## src/rtl/johnson_phase_decoder.sv

```systemverilog
// ---------------------------------------------------------------------------
// johnson_phase_decoder
//
// Purpose:
//   Watches the N-bit bus of the upstream Johnson counter and turns it into
//   the timing slots used by the phase-sequenced control logic.
//   - Samples `count` on every clock.
//   - Decodes it to a phase index and a one-hot phase vector.
//   - Checks that the code is legal and that each step is a hold or a single
//     forward step.
//   - Emits one wrap strobe per full 2N-phase revolution.
//   - Keeps revolution and error statistics.
//   Every output is registered, one clock after the sample it describes.
//
// Ports:
//   clock        rising-edge clock, same domain as the Johnson counter
//   reset        asynchronous, active-low reset
//   count        Johnson code from the upstream counter (N bits)
//   clear_err    synchronous clear of err_sticky and err_count
//   phase_idx    decoded phase 0..2N-1, holds last legal value on bad code
//   phase_onehot bit phase_idx set when code_valid, otherwise all zero
//   code_valid   sampled code was a legal Johnson state
//   wrap         one-cycle pulse on a phase 2N-1 -> 0 transition
//   seq_err      one-cycle pulse: legal code, but neither a hold nor +1 step
//   err_sticky   set by any error event, cleared by clear_err or reset
//   err_count    saturating count of error events (ERR_W bits)
//   cycle_count  number of wrap events, modulo 2^CNT_W
// ---------------------------------------------------------------------------
module johnson_phase_decoder #(
  parameter int N     = 10,
  parameter int IDX_W = $clog2(2 * N),
  parameter int ERR_W = 8,
  parameter int CNT_W = 16
) (
  input  logic               clock,
  input  logic               reset,
  input  logic [N-1:0]       count,
  input  logic               clear_err,
  output logic [IDX_W-1:0]   phase_idx,
  output logic [2*N-1:0]     phase_onehot,
  output logic               code_valid,
  output logic               wrap,
  output logic               seq_err,
  output logic               err_sticky,
  output logic [ERR_W-1:0]   err_count,
  output logic [CNT_W-1:0]   cycle_count
);

  localparam int                PHASES   = 2 * N;
  localparam logic [IDX_W-1:0]  LAST_IDX = IDX_W'(PHASES - 1);
  localparam logic [ERR_W-1:0]  ERR_MAX  = '1;

  // Reference Johnson pattern for phase k.
  // - Up to phase N, ones fill in from the bottom.
  // - Past phase N, zeros fill in from the bottom.
  function automatic logic [N-1:0] phase_code(input int k);
    logic [N-1:0] c;
    c = '0;
    for (int b = 0; b < N; b++) begin
      if (k <= N) c[b] = (b < k);
      else        c[b] = (b >= k - N);
    end
    return c;
  endfunction

  logic [IDX_W-1:0] prev_idx;
  logic             prev_valid;

  logic             cur_legal;
  logic [IDX_W-1:0] cur_idx;
  logic [IDX_W-1:0] next_idx;
  logic             seq_bad;
  logic             err_event;
  logic             is_wrap;

  // Compare the sample against every legal pattern.
  // - Legal patterns are distinct, so at most one can match.
  // - A bus that matches none is illegal.
  always_comb begin
    cur_legal = 1'b0;
    cur_idx   = '0;
    for (int k = 0; k < PHASES; k++) begin
      if (count == phase_code(k)) begin
        cur_legal = 1'b1;
        cur_idx   = IDX_W'(k);
      end
    end
  end

  // Step check against the last legal phase.
  // - A hold is accepted because the upstream counter may be paused.
  // - An illegal sample never counts as a seq_err; it is reported as its own
  //   error, so each cycle raises at most one error event.
  always_comb begin
    next_idx  = (prev_idx == LAST_IDX) ? '0 : prev_idx + 1'b1;
    seq_bad   = prev_valid && cur_legal &&
                (cur_idx != prev_idx) && (cur_idx != next_idx);
    err_event = !cur_legal || seq_bad;
    is_wrap   = prev_valid && cur_legal &&
                (prev_idx == LAST_IDX) && (cur_idx == '0);
  end

  // Registered outputs and tracking state.
  // - When an error event and clear_err arrive in the same cycle, the error
  //   wins: the statistics restart at one instead of zero.
  always_ff @(posedge clock or negedge reset) begin
    if (!reset) begin
      phase_idx    <= '0;
      phase_onehot <= '0;
      code_valid   <= 1'b0;
      wrap         <= 1'b0;
      seq_err      <= 1'b0;
      err_sticky   <= 1'b0;
      err_count    <= '0;
      cycle_count  <= '0;
      prev_idx     <= '0;
      prev_valid   <= 1'b0;
    end else begin
      code_valid <= cur_legal;
      seq_err    <= seq_bad;
      wrap       <= is_wrap;

      if (cur_legal) begin
        phase_idx    <= cur_idx;
        phase_onehot <= (2 * N)'(1) << cur_idx;
        prev_idx     <= cur_idx;
        prev_valid   <= 1'b1;
      end else begin
        phase_onehot <= '0;
        prev_valid   <= 1'b0;
      end

      if (is_wrap) begin
        cycle_count <= cycle_count + 1'b1;
      end

      if (err_event) begin
        err_sticky <= 1'b1;
        if (clear_err) begin
          err_count <= ERR_W'(1);
        end else if (err_count != ERR_MAX) begin
          err_count <= err_count + 1'b1;
        end
      end else if (clear_err) begin
        err_sticky <= 1'b0;
        err_count  <= '0;
      end
    end
  end

endmodule

```

## config.mk

```make
export PLATFORM = sky130hd
export DESIGN_NAME = johnson_phase_decoder
export DESIGN_NICKNAME = d
export VERILOG_FILES = /design/src/rtl/johnson_phase_decoder.sv
export SDC_FILE = /design/constraint.sdc
export NUM_CORES = 1
export LEC_CHECK = 0
export CORE_ASPECT_RATIO = 0.9
export CORE_MARGIN = 2
export CORE_UTILIZATION = 33
export CTS_BUF_LIST = sky130_fd_sc_hd__clkbuf_16
export DETAILED_ROUTE_END_ITERATION = 10
export RECOVER_POWER = 50
export SLEW_MARGIN = 40
export SYNTH_ARGS = -nofsm -noshare
export SYNTH_HDL_FRONTEND = slang
export SYNTH_SLANG_ARGS = --single-unit
```

## constraint.sdc

```tcl
create_clock -name clock -period 3 [get_ports clock]
set_input_delay 0.3 -clock clock [delete_from_list [all_inputs] [get_ports clock]]
set_output_delay 0.3 -clock clock [all_outputs]
set_load 0.1 [all_outputs]
```

==> flow_summary.toml <==
[run_status]
status = "finished with violations"
violations = "capacitance limit, slew limit"

[worst_setup_path]
critical_path_class = "in -> reg"
r2r-start = "prev_idx[0]"
critPathLaunch = "count[4]"
critPathMaxFanout = 10
start_kind = "primary input"
rrSetupSlack_ps = 350
cp-end-kind = "flip-flop"
required_ps = 3220
arrival_ps = 3110

[hold_path]
min_from = "count[2]"
hp-class = "in -> reg"

[clock_network]
root_buffer = "clkbuf_16"
cts_sinks = 53
cts_tree = "done"
cts_htree_levels = 2
cts_buffers = 5
clockBufferDepth = 2
clk_latency_ps = 290
path_clk_slew_ps = 70

[cells_and_area]
seq_area_um2 = 1330
multi_input_area_um2 = 1580
fin_cells = 537
nNetsFinal = 433
nFillCells = 868
antenna_cells = 0
area_growth_syn_to_layout_pct = 41.0
layout-drive-gt1-share = 0.323

[pwr]
peakVddDrop_mv = 0.265
swShare = 0.342
power.switching_uw = 637
p_clk_frac = 0.316
combPwrFrac = 0.263
internal_power_mw = 1.22
p_leak_nw = 1.93
power_frac_seq = 0.421
cellPowerDensity_nw_per_um2 = 447

[placement]
dp.cells = 524
pre_cts_ws_ps = -315
io_buffers = 65
routabilityCongestion = 0.906
place.detailed.hpwl_mm = 5.59

[global_routing]
grt_start_max_net_pins = 38
grt.total_usage = 0.154
antenna_found_initial = 0
grt_pass1_vias = 2481
grt-ovfl-total = 0
grt_pass1_wl_mm = 12.1

[synthesis]
syn-cell-area_um2 = 2950
synthArstFlopShare = 1.00
yosysWarnings = 0
yosysMostFrequentCell = "dfrtp_1"
synth_fp_nets = 318
synthTopCellsByCount = "53 x dfrtp_1, 32 x nand2_1, 23 x nor2_1"
ys_top_cells_by_area = "dfrtp_1 45%, xnor2_1 4.7%, nand2_1 4.1%"
synth.largest_area_cell = "dfrtp_1"
synthDistinctLibCells = 63
syn_avg_cell_area_um2 = 9.77
yosys.area.top_type_share = 0.449
synth_edf_count = 0
ys_ff_latch = 53
yosysSeqAreaShare = 0.449
synthCells = 302
ys.flop_type = "dfrtp_1"

[floorplan]
die_x_um = 104
num_rows = 32
pin_count = 66
core_area_um2 = 8650
initial_utilization = 0.341
dieHeight_um = 93.7
dieArea_um2 = 9720

[route]
vias = 2676
dr.pass1.iters = 4
drc_errors = 0
drtAntennaViolNets = 0
via_per_inst = 4.98
post_drt_wl_per_cell_um = 13.7
wirelength_mm = 7.38
drt-initial-drc-count = 115

[sta]
clock_skew_ps = 5.06
max_slew.worst_pin.slew_ps = 1980
final-setup-viol-count = 0
max_freq_ghz = 0.346
layout_min_cycle_time_ps = 2890
setup_ws_ps = 109
drv_slew = 38
hold_viol = 0
max-slew-margin-rel = -0.318
fin_crit_sh = 0.964

[flow_run]
max-cap-violations = 1
registers in the layout, summed over array words and instances (netlist names):
signal and count:
code_valid 1, cycle_count 16, err_count 8, err_sticky 1, phase_onehot 20, prev_idx 5
seq_err 1, wrap 1
layout make-up:
class | count | share of cell area
multi-input cells | 222 | 0.379
flip-flops and latches | 53 | 0.320
repair buffers | 128 | 0.223
well taps | 119 | 0.0358
clock buffers | 5 | 0.0301
inverters | 7 | 0.00631
clock inverters | 3 | 0.00601
critical path, cell delays in order:
cell and delay, ps:
clkdlybuf4s50_1 500, buf_6 160, nand4_1 200, nor3_1 350, nor4_2 110, buf_4 150
xor2_1 130, nand4_1 80, nand4b_1 150, a31oi_2 100, buf_6 150, clkbuf_4 160
or4_1 470, o21ai_1 80
power by group through the flow:
stage / registers, mW / logic (mW) / clock network [mW]
after floorplan: 0.941 / 0.191 / 0
after global placement: 0.796 / 0.475 / 0
after detailed placement: 0.797 / 0.478 / 0
after CTS: 0.783 / 0.482 / 0.603
after global routing: 0.789 / 0.523 / 0.646
final: 0.782 / 0.489 / 0.588
per-layer routing:
metal	up-vias	global-route usage	share of wire	wire, um
met2	68	0.244	0.46	3360
met4	0	0.0327	0.011	82
met5	-	0	0	0
met3	9	0.0312	0.047	348
li1	1298	-	-	-
met1	1301	0.218	0.49	3590
cells in the final DEF, fill, tap and decap left out, drive strengths merged, types with 4 or more instances in the layout:
cell type      instances
inv                    9
a21oi                  7
and4                   4
nor3b                  7
clkbuf                34
nand2b                 7
nand2                 32
xor2                   7
o21ai                  9
nand3                 13
buf                   87
nor3                  17
nor2b                  7
dlymetal6s2s           7
or2                    5
nor2                  23
nor4                   6
dfrtp                 53
clkdlybuf4s50          4
mux2                   5
xnor2                 16
and3                   7
nand4                  7
cells by family (layout without fill, tap and decap cells):
kind of cell / after synthesis / in the layout / share of synthesized area
muxes: 6 / 6 / 0.0250
buffers and inverters: 27 / 143 / 0.0449
DFF: 53 / 53 / 0.449
AOI/OAI and AO/OA: 36 / 36 / 0.0996
xor gates and xnor gates: 23 / 23 / 0.0682
and+or+nand+nor: 154 / 154 / 0.300
adders and majority gates: 3 / 3 / 0.0127
path summary, 6_finish.rpt:
kind                                    endpoint  cells past startpoint
worst max-delay path                err_count[4]                     14
worst min-delay path            phase_onehot[13]                      3
worst min register to register   cycle_count[15]                      1
min in group asynchronous           err_count[6]                      2
worst max register to register      err_count[4]                     12
max in group asynchronous         cycle_count[1]                      3
timing repair:
item / in CTS / in global routing
gates resized for setup: 3 / 29
gates cloned: 0 / 0
setup endpoints to repair: 1 / 8
pin swaps: 1 / 18
buffers inserted: 0 / 4
hold endpoints to repair: 36 / 0
hold buffers: 1 / 0
stage by stage:
stage                     setup TNS, ps  total power [mW]  hold slack (ps)   util  instance area [um^2]
after detailed placement          -2990              1.28              299  0.456                  3950
after floorplan                       0              1.13             4.41      -                  2960
after CTS                             0              1.87              492  0.477                  4130
after global placement            -2400              1.27              452  0.457                  3950
after global routing              -3.69              1.96              392  0.481                  4160
final                                 0              1.86              376  0.481                  4160
(Power assumes the default switching activity.)
